## src/rtl/nibble_byte_packer.sv

```systemverilog
// rtl/nibble_byte_packer.sv - packs 4-bit nibbles into bytes and queues them in a small FIFO
// Odd trailing nibbles are zero-padded and flagged; head byte is shown in unsigned and signed views.
module nibble_byte_packer #(
   parameter int DEPTH    = 4,
   parameter bit HI_FIRST = 1'b1
) (
   input  logic                     clk,
   input  logic                     rst,
   input  logic                     in_valid,
   output logic                     in_ready,
   input  logic [3:0]               in_nibble,
   input  logic                     in_last,
   output logic                     out_valid,
   input  logic                     out_ready,
   output logic [7:0]               out_byte,
   output logic signed [7:0]        out_sbyte,
   output logic                     out_last,
   output logic                     out_padded,
   output logic [$clog2(DEPTH):0]   level
);

   localparam int AW = $clog2(DEPTH);
   localparam int LW = AW + 1;

   typedef enum logic {ST_FIRST, ST_SECOND} state_t;

   state_t                    state_q, state_d;
   logic [3:0]                hold_q, hold_d;
   logic [AW-1:0]             wr_ptr_q, wr_ptr_d;
   logic [AW-1:0]             rd_ptr_q, rd_ptr_d;
   logic [LW-1:0]             level_q, level_d;
   logic [DEPTH-1:0][7:0]     data_q, data_d;
   logic [DEPTH-1:0]          last_q, last_d;
   logic [DEPTH-1:0]          pad_q, pad_d;

   logic       accept;
   logic       push;
   logic       pop;
   logic       new_pad;
   logic [3:0] first_nib;
   logic [3:0] second_nib;
   logic [7:0] new_byte;

   // A full FIFO blocks input even when a pop happens in the same cycle.
   assign in_ready   = (level_q != LW'(DEPTH));
   assign out_valid  = (level_q != '0);
   assign accept     = in_valid && in_ready;
   assign pop        = out_valid && out_ready;

   assign out_byte   = data_q[rd_ptr_q];
   assign out_sbyte  = $signed(data_q[rd_ptr_q]);
   assign out_last   = last_q[rd_ptr_q];
   assign out_padded = pad_q[rd_ptr_q];
   assign level      = level_q;

   always_comb begin
      state_d    = state_q;
      hold_d     = hold_q;
      wr_ptr_d   = wr_ptr_q;
      rd_ptr_d   = rd_ptr_q;
      data_d     = data_q;
      last_d     = last_q;
      pad_d      = pad_q;
      push       = 1'b0;
      new_pad    = 1'b0;
      first_nib  = hold_q;
      second_nib = 4'h0;

      case (state_q)
         ST_FIRST: begin
            first_nib = in_nibble;
            if (accept) begin
               if (in_last) begin
                  push    = 1'b1;
                  new_pad = 1'b1;
               end else begin
                  hold_d  = in_nibble;
                  state_d = ST_SECOND;
               end
            end
         end
         ST_SECOND: begin
            second_nib = in_nibble;
            if (accept) begin
               push    = 1'b1;
               state_d = ST_FIRST;
            end
         end
         default: state_d = ST_FIRST;
      endcase

      // The padded nibble always occupies the "second" slot.
      new_byte = HI_FIRST ? {first_nib, second_nib} : {second_nib, first_nib};

      if (push) begin
         data_d[wr_ptr_q] = new_byte;
         last_d[wr_ptr_q] = in_last;
         pad_d[wr_ptr_q]  = new_pad;
         wr_ptr_d         = wr_ptr_q + 1'b1;
      end
      if (pop) begin
         rd_ptr_d = rd_ptr_q + 1'b1;
      end
      level_d = level_q + LW'(push) - LW'(pop);
   end

   always_ff @(posedge clk or posedge rst) begin
      if (rst) begin
         state_q  <= ST_FIRST;
         hold_q   <= '0;
         wr_ptr_q <= '0;
         rd_ptr_q <= '0;
         level_q  <= '0;
         data_q   <= '0;
         last_q   <= '0;
         pad_q    <= '0;
      end else begin
         state_q  <= state_d;
         hold_q   <= hold_d;
         wr_ptr_q <= wr_ptr_d;
         rd_ptr_q <= rd_ptr_d;
         level_q  <= level_d;
         data_q   <= data_d;
         last_q   <= last_d;
         pad_q    <= pad_d;
      end
   end

endmodule

```

## config.mk

```make
export PLATFORM = sky130hd
export DESIGN_NAME = nibble_byte_packer
export DESIGN_NICKNAME = d
export VERILOG_FILES = /design/src/rtl/nibble_byte_packer.sv
export SDC_FILE = /design/constraint.sdc
export NUM_CORES = 1
export LEC_CHECK = 0
export BUFFER_PORTS_ARGS = -buffer_cell sky130_fd_sc_hd__clkbuf_2
export CAP_MARGIN = 20
export CORE_MARGIN = 1.5
export CORE_UTILIZATION = 30
export CTS_CLUSTER_DIAMETER = 100
export DETAILED_ROUTE_END_ITERATION = 10
export SYNTH_ARGS = -nofsm -noshare
export SYNTH_HDL_FRONTEND = slang
export SYNTH_SLANG_ARGS = --single-unit
```

## constraint.sdc

```tcl
create_clock -name clk -period 2 [get_ports clk]
set_input_delay 0.3 -clock clk [delete_from_list [all_inputs] [get_ports clk]]
set_output_delay 0.3 -clock clk [all_outputs]
set_load 0.01 [all_outputs]
```

==> results of run 1 <==
==> where the power goes <==
group	switching, mW	total (mW)	internal (mW)	leakage, nW
Sequential	0.274	1.86	1.59	0.636
Combinational	1.23	2.66	1.43	0.657
Clock	0.348	0.727	0.378	0.0558
==> how the worst max path moves through the flow <==
stage	endpoint	slack, ns	cells after the start
after floorplan	level[2]	-0.06	9
after global placement	level[2]	0.006	9
after detailed placement	level[2]	-0.04	9
after CTS	level[2]	0.01	7
after global routing	level[2]	-0.08	9
final	level[2]	0.03	7
==> cell usage after synthesis, types with 2 or more instances <==
library cell,count,area [um^2]
dfrtp_1,52,1301
mux2_2,41,461.7
buf_4,10,75.07
mux4_2,10,225.2
ha_1,6,75.07
inv_1,6,22.52
and2_1,5,31.28
nand2_1,5,18.77
a31oi_1,4,25.02
a32o_1,4,40.04
a41oi_1,4,35.03
nand4_1,4,25.02
nor3_2,4,40.04
xnor2_1,4,35.03
buf_2,3,15.01
clkbuf_1,2,7.510
==> cells by family after synthesis <==
| kind of cell | Yosys count | share of synthesized area |
|---|---|---|
| adders and majority gates | 7 | 0.03740 |
| DFF | 52 | 0.5118 |
| buffers and inverters | 23 | 0.05315 |
| muxes | 51 | 0.2702 |
| AOI/OAI and AO/OA | 14 | 0.04577 |
| and+or+nand+nor | 23 | 0.06447 |
| xor gates and xnor gates | 5 | 0.01722 |
==> worst register-to-register path, delay by kind of cell, from the launching register on <==
family / cells / cell delay, ns
buf+inv: 1 / 0.04
flops: 1 / 0.44
fa+ha+maj: 3 / 0.82
compound gates: 1 / 0.31
xor+xnor: 2 / 0.27
==> layout make-up <==
type / count / area, um^2
Fill cell: 808 / 5201
Sequential cell: 52 / 1303
Multi-Input combinational cell: 100 / 1119
Timing Repair Buffer: 52 / 325.3
Tap cell: 105 / 131.4
Clock buffer: 6 / 72.57
Clock inverter: 2 / 38.79
Inverter: 7 / 26.28
==> timing repair <==
action,in CTS,in global routing
resized for setup,0,2
hold endpoints to repair,0,0
endpoints found under the setup margin,1,1
setup buffers,1,1
pin swaps,1,4
==> flip-flops by register name, indices dropped and copies added, names as in the netlist <==
name and count:
data_q 32, hold_q 4, last_q 4, pad_q 4
level 3, rd_ptr_q 2, wr_ptr_q 2, state_q 1
==> metrics by stage <==
stage | power [mW] | TNS (ns)
2_1_floorplan | 3.799 | -0.05543
3_3_place_gp | 4.453 | 0
3_5_place_dp | 4.527 | -0.03964
4_1_cts | 5.273 | 0
5_1_grt | 5.696 | -0.08169
6_report | 5.245 | 0
==> metal layers <==
| layer | part of all wire | wire [um] | vias up | track usage |
|---|---|---|---|---|
| met1 | 0.44 | 2192 | 808 | 0.1600 |
| met2 | 0.50 | 2504 | 35 | 0.2098 |
| met3 | 0.046 | 231 | 6 | 0.03270 |
| met4 | 0.012 | 58 | 0 | 0.03731 |
| met5 | 0 | 0 | - | 0 |
| li1 | - | - | 724 | - |
==> results.py, run 1 <==
metrics = {
    "logic_synthesis": {
        "seq_area_frac_synth": 0.5118,
        "synth.ff_latch_count": 52,
        "ys_types": 27,
        "syn_avg_cell_area_um2": 14.53,
        "syn-num-nets": 191,
        "synthCells": 175,
        "syn_area_um2": 2542,
        "async_flop_share": 1.000,
        "synth_edf_count": 0,
        "synth_ff_type": "dfrtp_1",
        "yosysWarnings": 0,
    },
    "critical_path": {
        "crit_buf_inv": 1,
        "cp_top_family": "adder cells",
        "path_cells": "o31a_1, ha_1, inv_1, ha_2, fa_2, xnor2_2, xnor2_1",
        "crit_start": "level[0]",
        "r2r_end": "level[2]",
        "worstPathRequired_ns": 2.19,
        "endpoint_kind": "flip-flop",
        "crit_slowest_cell": "dfrtp_2",
        "crit_path_max_fanout": 3,
        "worstPathArrival_ns": 2.16,
        "r2r-start": "level[0]",
        "rrSetupSlack_ns": 0.03,
        "criticalPathCategory": "reg2reg",
        "reg2regPathDepth": 7,
        "start_kind": "flip-flop",
        "slowest_delay_ns": 0.44,
    },
    "power_and_ir_drop": {
        "pwr_density_cell_nw_per_um2": 1739,
        "p_leak_nw": 1.348,
        "irDropWorstVdd_v": 0.0004710,
    },
    "timing": {
        "layout_min_cycle_time_ns": 1.969,
        "setup_viol": 0,
        "fin_crit_sh": 0.9843,
        "max_freq_mhz": 508.0,
        "setup_slack_ns": 0.03146,
        "slew_violations": 0,
        "rsz0062_at_grt": "true",
        "whs_ns": 0.02874,
        "tightest_slew_ns": 0.5710,
        "hold_violations": 0,
        "skew_ns": 0.008582,
        "relSlewSlack": 0.6188,
    },
    "placed_design": {
        "dp.cells": 314,
        "post-dp-hpwl_mm": 3.567,
        "place.gp.congestion": 0.7369,
        "place_area_um2": 2879,
        "pre_cts_ws_ns": -0.03964,
        "portBuffers": 31,
    },
    "clocking": {
        "htreeDepth": 2,
        "cts.sinks": 52,
        "clock_latency_ns": 0.30,
        "cts_made_buffers": 5,
        "root_buffer": "clkbuf_8",
        "cts_tree": "built",
        "clk_pin_slew_ns": 0.10,
        "clockBufferDepth": 2,
        "holdBufCountCts": 0,
    },
    "route": {
        "first_iter_violations": 45,
        "routed_wl_mm": 4.987,
        "via_per_inst": 4.855,
        "firstDrtPassIters": 4,
        "antenna_left": 0,
        "drc": 0,
        "wl_per_cell_um": 15.39,
        "dr_total_vias": 1573,
    },
    "layout": {
        "stdcell_count": 324,
        "layout-drive-gt1-share": 0.5616,
        "final_common_cell": "dfrtp_1",
        "insertedDiodeCount": 0,
        "final_util": 0.3670,
        "area_growth_pct": 18.60,
        "mostFrequentLayoutCells": "dfrtp_1 (51), mux2_2 (41), clkbuf_2 (31)",
        "nets": 234,
        "final_cell_area_um2": 3015,
    },
    "job": {
        "drv_cap": 0,
    },
    "floorplan": {
        "initial_utilization": 0.3094,
        "design.core.area_um2": 8217,
        "dieArea_um2": 9036,
        "die_h_um": 95.06,
        "die_w_um": 95.06,
        "std_cell_rows": 33,
        "io_pins": 32,
    },
    "run_status": {
        "status": "complete, no violations",
    },
    "global_routing": {
        "antenna_found_initial": 0,
        "grt_pass1_vias": 1611,
        "track_usage": 0.1258,
        "grt_pass1_wl_mm": 8.369,
        "grt_start_max_net_pins": 29,
        "grt_overflow": 0,
    },
    "min_path": {
        "hp-class": "in2async",
    },
}
No activity file was read; power rests on OpenSTA's default activity.
==> inputs of run 2 (changes only) <==
--- a/config.mk
+++ b/config.mk
@@ -11,6 +11,7 @@
 export CORE_UTILIZATION = 30
 export CTS_CLUSTER_DIAMETER = 100
 export DETAILED_ROUTE_END_ITERATION = 10
+export PLACE_DENSITY = 0.53
 export SYNTH_ARGS = -nofsm -noshare
 export SYNTH_HDL_FRONTEND = slang
 export SYNTH_SLANG_ARGS = --single-unit
==> run 2 against run 1 <==
  * Combinational power about the same
  * Global-route usage decreased by 0.60 points
  * Maximum frequency decreased by 1.1%
  * Setup slack got worse by 0.022 ns
  * First-iteration DRC count decreased by 27%
  * Hold slack improved by 0.22 ns
  * Sequential power about the same
  * Count of clock-buffer cells in the layout decreased by 1
  * Clock power decreased by 16%
  * Cell area decreased by 0.25%
  * Die area unchanged
  * Critical path type unchanged
  * Largest cell class unchanged
  * Highest routed layer unchanged
==> results.py, run 2 (synthesis gave the netlist of run 1 again) <==
metrics = {
    "power_and_ir_drop": {
        "p_leak_nw": 1.350,
        "pwr_density_cell_nw_per_um2": 1696,
        "irDropWorstVdd_v": 0.0003945,
    },
    "timing": {
        "whs_ns": 0.2487,
        "slew_violations": 0,
        "relSlewSlack": 0.7303,
        "hold_violations": 0,
        "max_freq_mhz": 502.3,
        "layout_min_cycle_time_ns": 1.991,
        "rsz0062_at_grt": "true",
        "fin_crit_sh": 0.9954,
        "skew_ns": 0.009221,
        "tightest_slew_ns": 0.4039,
        "setup_viol": 0,
    },
    "clocking": {
        "htreeDepth": 2,
        "root_buffer": "clkbuf_8",
        "cts_tree": "built",
        "cts.sinks": 52,
        "clk_pin_slew_ns": 0.10,
        "cts_made_buffers": 5,
        "clock_latency_ns": 0.31,
        "clockBufferDepth": 2,
    },
    "critical_path": {
        "worstPathRequired_ns": 2.19,
        "path_cells": "o31a_1, ha_1, inv_1, ha_2, fa_2, xnor2_2, xnor2_1",
        "criticalPathCategory": "reg2reg",
        "worstPathArrival_ns": 2.18,
        "crit_buf_inv": 1,
        "slowest_delay_ns": 0.45,
        "crit_path_max_fanout": 4,
        "crit_slowest_cell": "dfrtp_2",
        "cp_top_family": "adder cells",
        "endpoint_kind": "flip-flop",
        "start_kind": "flip-flop",
    },
    "layout": {
        "stdcell_count": 327,
        "nets": 237,
        "mostFrequentLayoutCells": "dfrtp_1 (51), mux2_2 (41), clkbuf_2 (31)",
        "final_common_cell": "dfrtp_1",
        "largest_register_ffs": 32,
        "layout-drive-gt1-share": 0.5676,
        "insertedDiodeCount": 0,
        "area_growth_pct": 18.31,
        "top_register": "data_q",
    },
    "route": {
        "via_per_inst": 4.804,
        "first_iter_violations": 33,
        "firstDrtPassIters": 4,
        "antenna_left": 0,
        "dr_total_vias": 1571,
        "wl_per_cell_um": 14.86,
        "routed_wl_mm": 4.860,
        "drc": 0,
    },
    "run_status": {
        "status": "complete, no violations",
    },
    "floorplan": {
        "die_w_um": 95.06,
        "io_pins": 32,
        "design.core.area_um2": 8217,
        "dieArea_um2": 9036,
        "die_h_um": 95.06,
        "std_cell_rows": 33,
        "initial_utilization": 0.3094,
    },
    "global_routing": {
        "antenna_found_initial": 0,
        "track_usage": 0.1198,
        "grt_pass1_wl_mm": 7.997,
        "grt_pass1_vias": 1550,
        "grt_start_max_net_pins": 23,
        "grt_overflow": 0,
    },
    "placed_design": {
        "portBuffers": 31,
        "post-dp-hpwl_mm": 3.474,
        "dp.cells": 315,
        "place.gp.congestion": 0.6798,
    },
    "job": {
        "drv_cap": 0,
    },
    "min_path": {
        "hp-class": "in2reg",
    },
}
run 2: changes by cell type in the layout (fill, tap and decap cells not counted), sizes merged:
cell | previous run | this run
buf | 21 | 23
clkinv | 0 | 2
bufinv | 1 | 0
clkbuf | 37 | 36
dlygate4sd3 | 0 | 1
run 2: metrics by stage:
step	area, um^2	total power, mW	setup slack [ns]	TNS [ns]	util
after global routing	3008	5.517	-0.07614	-0.07614	0.3661
final	3008	5.101	0.009232	0	0.3661
after CTS	2975	5.115	0.01789	0	0.3621
after floorplan	2546	3.799	-0.05543	-0.05543	-
after global placement	2874	4.452	0.06534	0	0.3498
after detailed placement	2874	4.482	0.03341	0	0.3498
run 2: layer usage:
layer,vias to the layer above,share of wire,global-route usage
li1,728,-,-
met1,802,0.45,0.1588
met3,7,0.038,0.02791
met2,34,0.49,0.1885
met4,0,0.018,0.04851
met5,-,0,0
run 2: where the power goes:
| group | switching (mW) | leakage, nW | internal, mW |
|---|---|---|---|
| combinational | 1.19 | 0.666 | 1.43 |
| sequential | 0.278 | 0.636 | 1.59 |
| clock | 0.358 | 0.0485 | 0.251 |
| total | 1.83 | 1.35 | 3.27 |
run 2: worst reg2reg max path, cell delays in order (launching register included):
cell     delay (ns)
dfrtp_2        0.45
o31a_1         0.30
ha_1           0.28
inv_1          0.04
ha_2           0.17
fa_2           0.37
xnor2_2        0.14
xnor2_1        0.13
run 2: area by class of cell:
class,instances,area (um^2)
clock buffer,5,68.82
clock inverter,3,22.52
fill,797,5209
inverter,7,26.28
multi-input combinational,100,1119
sequential,52,1303
tap,105,131.4
timing repair buffer,55,337.8
run 2: final timing paths:
check	depth (start not counted)	endpoint	slack (ns)	from
max	7	level[2]	0.009	level[0]
min	2	hold_q[1]	0.25	in_nibble[1]
max reg2reg	7	level[2]	0.009	level[0]
min reg2reg	1	last_q[2]	0.50	last_q[2]
max in group asynchronous	4	hold_q[0]	0.88	rst
min in group asynchronous	3	data_q[23]	0.51	rst
run 2: repair_timing:
| item | in CTS | in global routing |
|---|---|---|
| gates resized for setup | 0 | 2 |
| buffers inserted | 0 | 3 |
| hold buffers | 1 | 0 |
| endpoints found under the setup margin | 0 | 1 |
| endpoints found under the hold margin | 16 | 0 |
==> inputs of run 3 (changes only) <==
==> constraint.sdc (replaced) <==
create_clock -name clk -period 2 [get_ports clk]
set_input_delay 0 -clock clk [delete_from_list [all_inputs] [get_ports clk]]
set_output_delay 0 -clock clk [all_outputs]
set_load 0.01 [all_outputs]
==> run 3 against run 2 <==
  * Cell area rose by 0.33%
  * Largest cell class unchanged
  * Flip-flop and latch count did not move
  * Critical endpoint unchanged
  * Combinational power fell by 5%
==> results.py, run 3 (synthesis gave the netlist of run 1 again) <==
metrics = {
    "run_status": {
        "status": "complete, no violations",
    },
    "clocking": {
        "ctsResizeCount": 0,
        "clockBufferDepth": 2,
        "cts.sinks": 52,
        "clock_latency_ns": 0.31,
        "root_buffer": "clkbuf_8",
        "cts_made_buffers": 5,
        "htreeDepth": 2,
        "clk_pin_slew_ns": 0.09,
        "cts_tree": "built",
    },
    "timing": {
        "tns_ns": 0,
        "setup_slack_ns": 0.03049,
        "hold_violations": 0,
        "max_freq_mhz": 507.7,
        "slew_violations": 0,
        "rsz0062_at_grt": "true",
        "setup_viol": 0,
        "tightest_slew_ns": 0.5654,
        "fin_crit_sh": 0.9848,
        "relSlewSlack": 0.6225,
        "layout_min_cycle_time_ns": 1.970,
        "skew_ns": 0.01184,
    },
    "layout": {
        "multi_input_comb_area_um2": 1109,
        "final_common_cell": "dfrtp_1",
        "nets": 235,
        "stdcell_count": 325,
        "layout.area.seq_um2": 1303,
        "final_cell_area_um2": 3018,
        "mostFrequentLayoutCells": "dfrtp_1 (51), mux2_2 (41), clkbuf_2 (31)",
        "area_growth_pct": 18.70,
        "insertedDiodeCount": 0,
        "largest_register_ffs": 32,
        "n_fill_cell": 789,
        "top_register": "data_q",
        "layout-drive-gt1-share": 0.5364,
    },
    "global_routing": {
        "grt_pass1_wl_mm": 8.135,
        "grtUsageMet2": 0.1939,
        "grt_pass1_vias": 1620,
        "antenna_found_initial": 0,
        "busiest_layer": "met2",
        "met1_usage": 0.1600,
        "grt_overflow": 0,
        "track_usage": 0.1214,
        "grt_start_max_net_pins": 27,
        "grt_use_met3": 0.02871,
    },
    "power_and_ir_drop": {
        "fin_total_pwr_mw": 5.141,
        "p_leak_nw": 1.344,
        "power_switching_mw": 1.816,
        "switching_share": 0.3533,
        "p_int_mw": 3.325,
        "irDropWorstVdd_v": 0.0004352,
        "p_seq_frac": 0.373,
        "pwr_density_cell_nw_per_um2": 1703,
        "clock_power_share": 0.144,
        "pwr-share-comb": 0.484,
    },
    "critical_path": {
        "crit_path_max_fanout": 3,
        "start_kind": "flip-flop",
        "worstPathRequired_ns": 2.23,
        "worstPathArrival_ns": 2.20,
        "criticalPathCategory": "reg2reg",
        "endpoint_kind": "flip-flop",
    },
    "route": {
        "via_per_inst": 4.702,
        "firstDrtPassIters": 4,
        "first_iter_violations": 54,
        "antenna_left": 0,
        "routed_wl_mm": 4.803,
        "dr_total_vias": 1528,
        "drc": 0,
        "wl_per_cell_um": 14.78,
    },
    "floorplan": {
        "design.core.area_um2": 8217,
        "std_cell_rows": 33,
        "io_pins": 32,
        "die_h_um": 95.06,
        "dieArea_um2": 9036,
        "die_w_um": 95.06,
        "initial_utilization": 0.3094,
    },
    "placed_design": {
        "dp.cells": 312,
        "place_area_um2": 2851,
        "pre_cts_ws_ns": 0.03922,
        "portBuffers": 31,
        "place.gp.congestion": 0.6843,
        "post-dp-hpwl_mm": 3.441,
    },
    "min_path": {
        "hp-class": "in2reg",
    },
    "job": {
        "drv_cap": 0,
    },
}
==> run 3: cell count changes in the layout (fill, tap and decap cells not counted) <==
| cell | change |
|---|---|
| bufinv_16 | +1 |
| xnor2_2 | -1 |
| inv_6 | -1 |
| xnor2_1 | +1 |
| ha_1 | +1 |
| clkinv_4 | +1 |
| ha_2 | -1 |
| buf_4 | -6 |
| clkinv_2 | -1 |
| dlygate4sd3_1 | +4 |
==> run 3: layer usage <==
layer / routed length, um / up-vias
met1: 2223 / 772
li1: - / 730
met5: 0 / -
met4: 67 / 0
met2: 2389 / 22
met3: 123 / 4
==> run 3: what timing repair did <==
action	in CTS	in global routing
hold buffers	5	0
setup endpoints to repair	0	1
hold endpoints to repair	28	0
buffers inserted	0	0
==> run 3: worst paths after layout <==
check / startpoint / end / slack, ns / cells after the start
min in group asynchronous: rst / data_q[3] / 0.27 / 3
min: in_last / last_q[3] / 0.11 / 2
max in group asynchronous: rst / data_q[24] / 1.10 / 4
max reg2reg: level[2] / level[2] / 0.03 / 9
min reg2reg: last_q[3] / last_q[3] / 0.50 / 1
max: level[2] / level[2] / 0.03 / 9
==> run 3: critical path, stage by stage, from the launching register on <==
cell and delay, ns:
dfrtp_1 0.41, nor3b_4 0.17, inv_2 0.05, nand3b_1 0.11, ha_1 0.29, inv_1 0.04
ha_1 0.18, fa_2 0.34, xnor2_1 0.17, xnor2_1 0.13
==> run 3: layout make-up <==
type,instances,share of cell area
sequential,52,0.4316
multi-input combinational,100,0.3673
timing repair buffer,53,0.1103
tap,105,0.04353
clock buffer,5,0.02280
clock inverter,3,0.01575
inverter,7,0.008706
==> run 3: per-stage QoR <==
stage	utilization	hold slack, ns
after floorplan	-	0.1505
after global placement	0.3470	0.08830
after detailed placement	0.3470	0.08271
after CTS	0.3673	0.1124
after global routing	0.3673	0.1217
final	0.3673	0.1134
==> run 3: power by group through the flow <==
| stage | logic [mW] | clock network (mW) | registers, mW |
|---|---|---|---|
| floorplan | 1.96 | 0 | 1.84 |
| detailed placement | 2.53 | 0 | 1.94 |
| global route | 2.76 | 0.814 | 1.99 |
| finish | 2.49 | 0.738 | 1.92 |
| global placement | 2.49 | 0 | 1.93 |
| CTS | 2.54 | 0.761 | 1.92 |
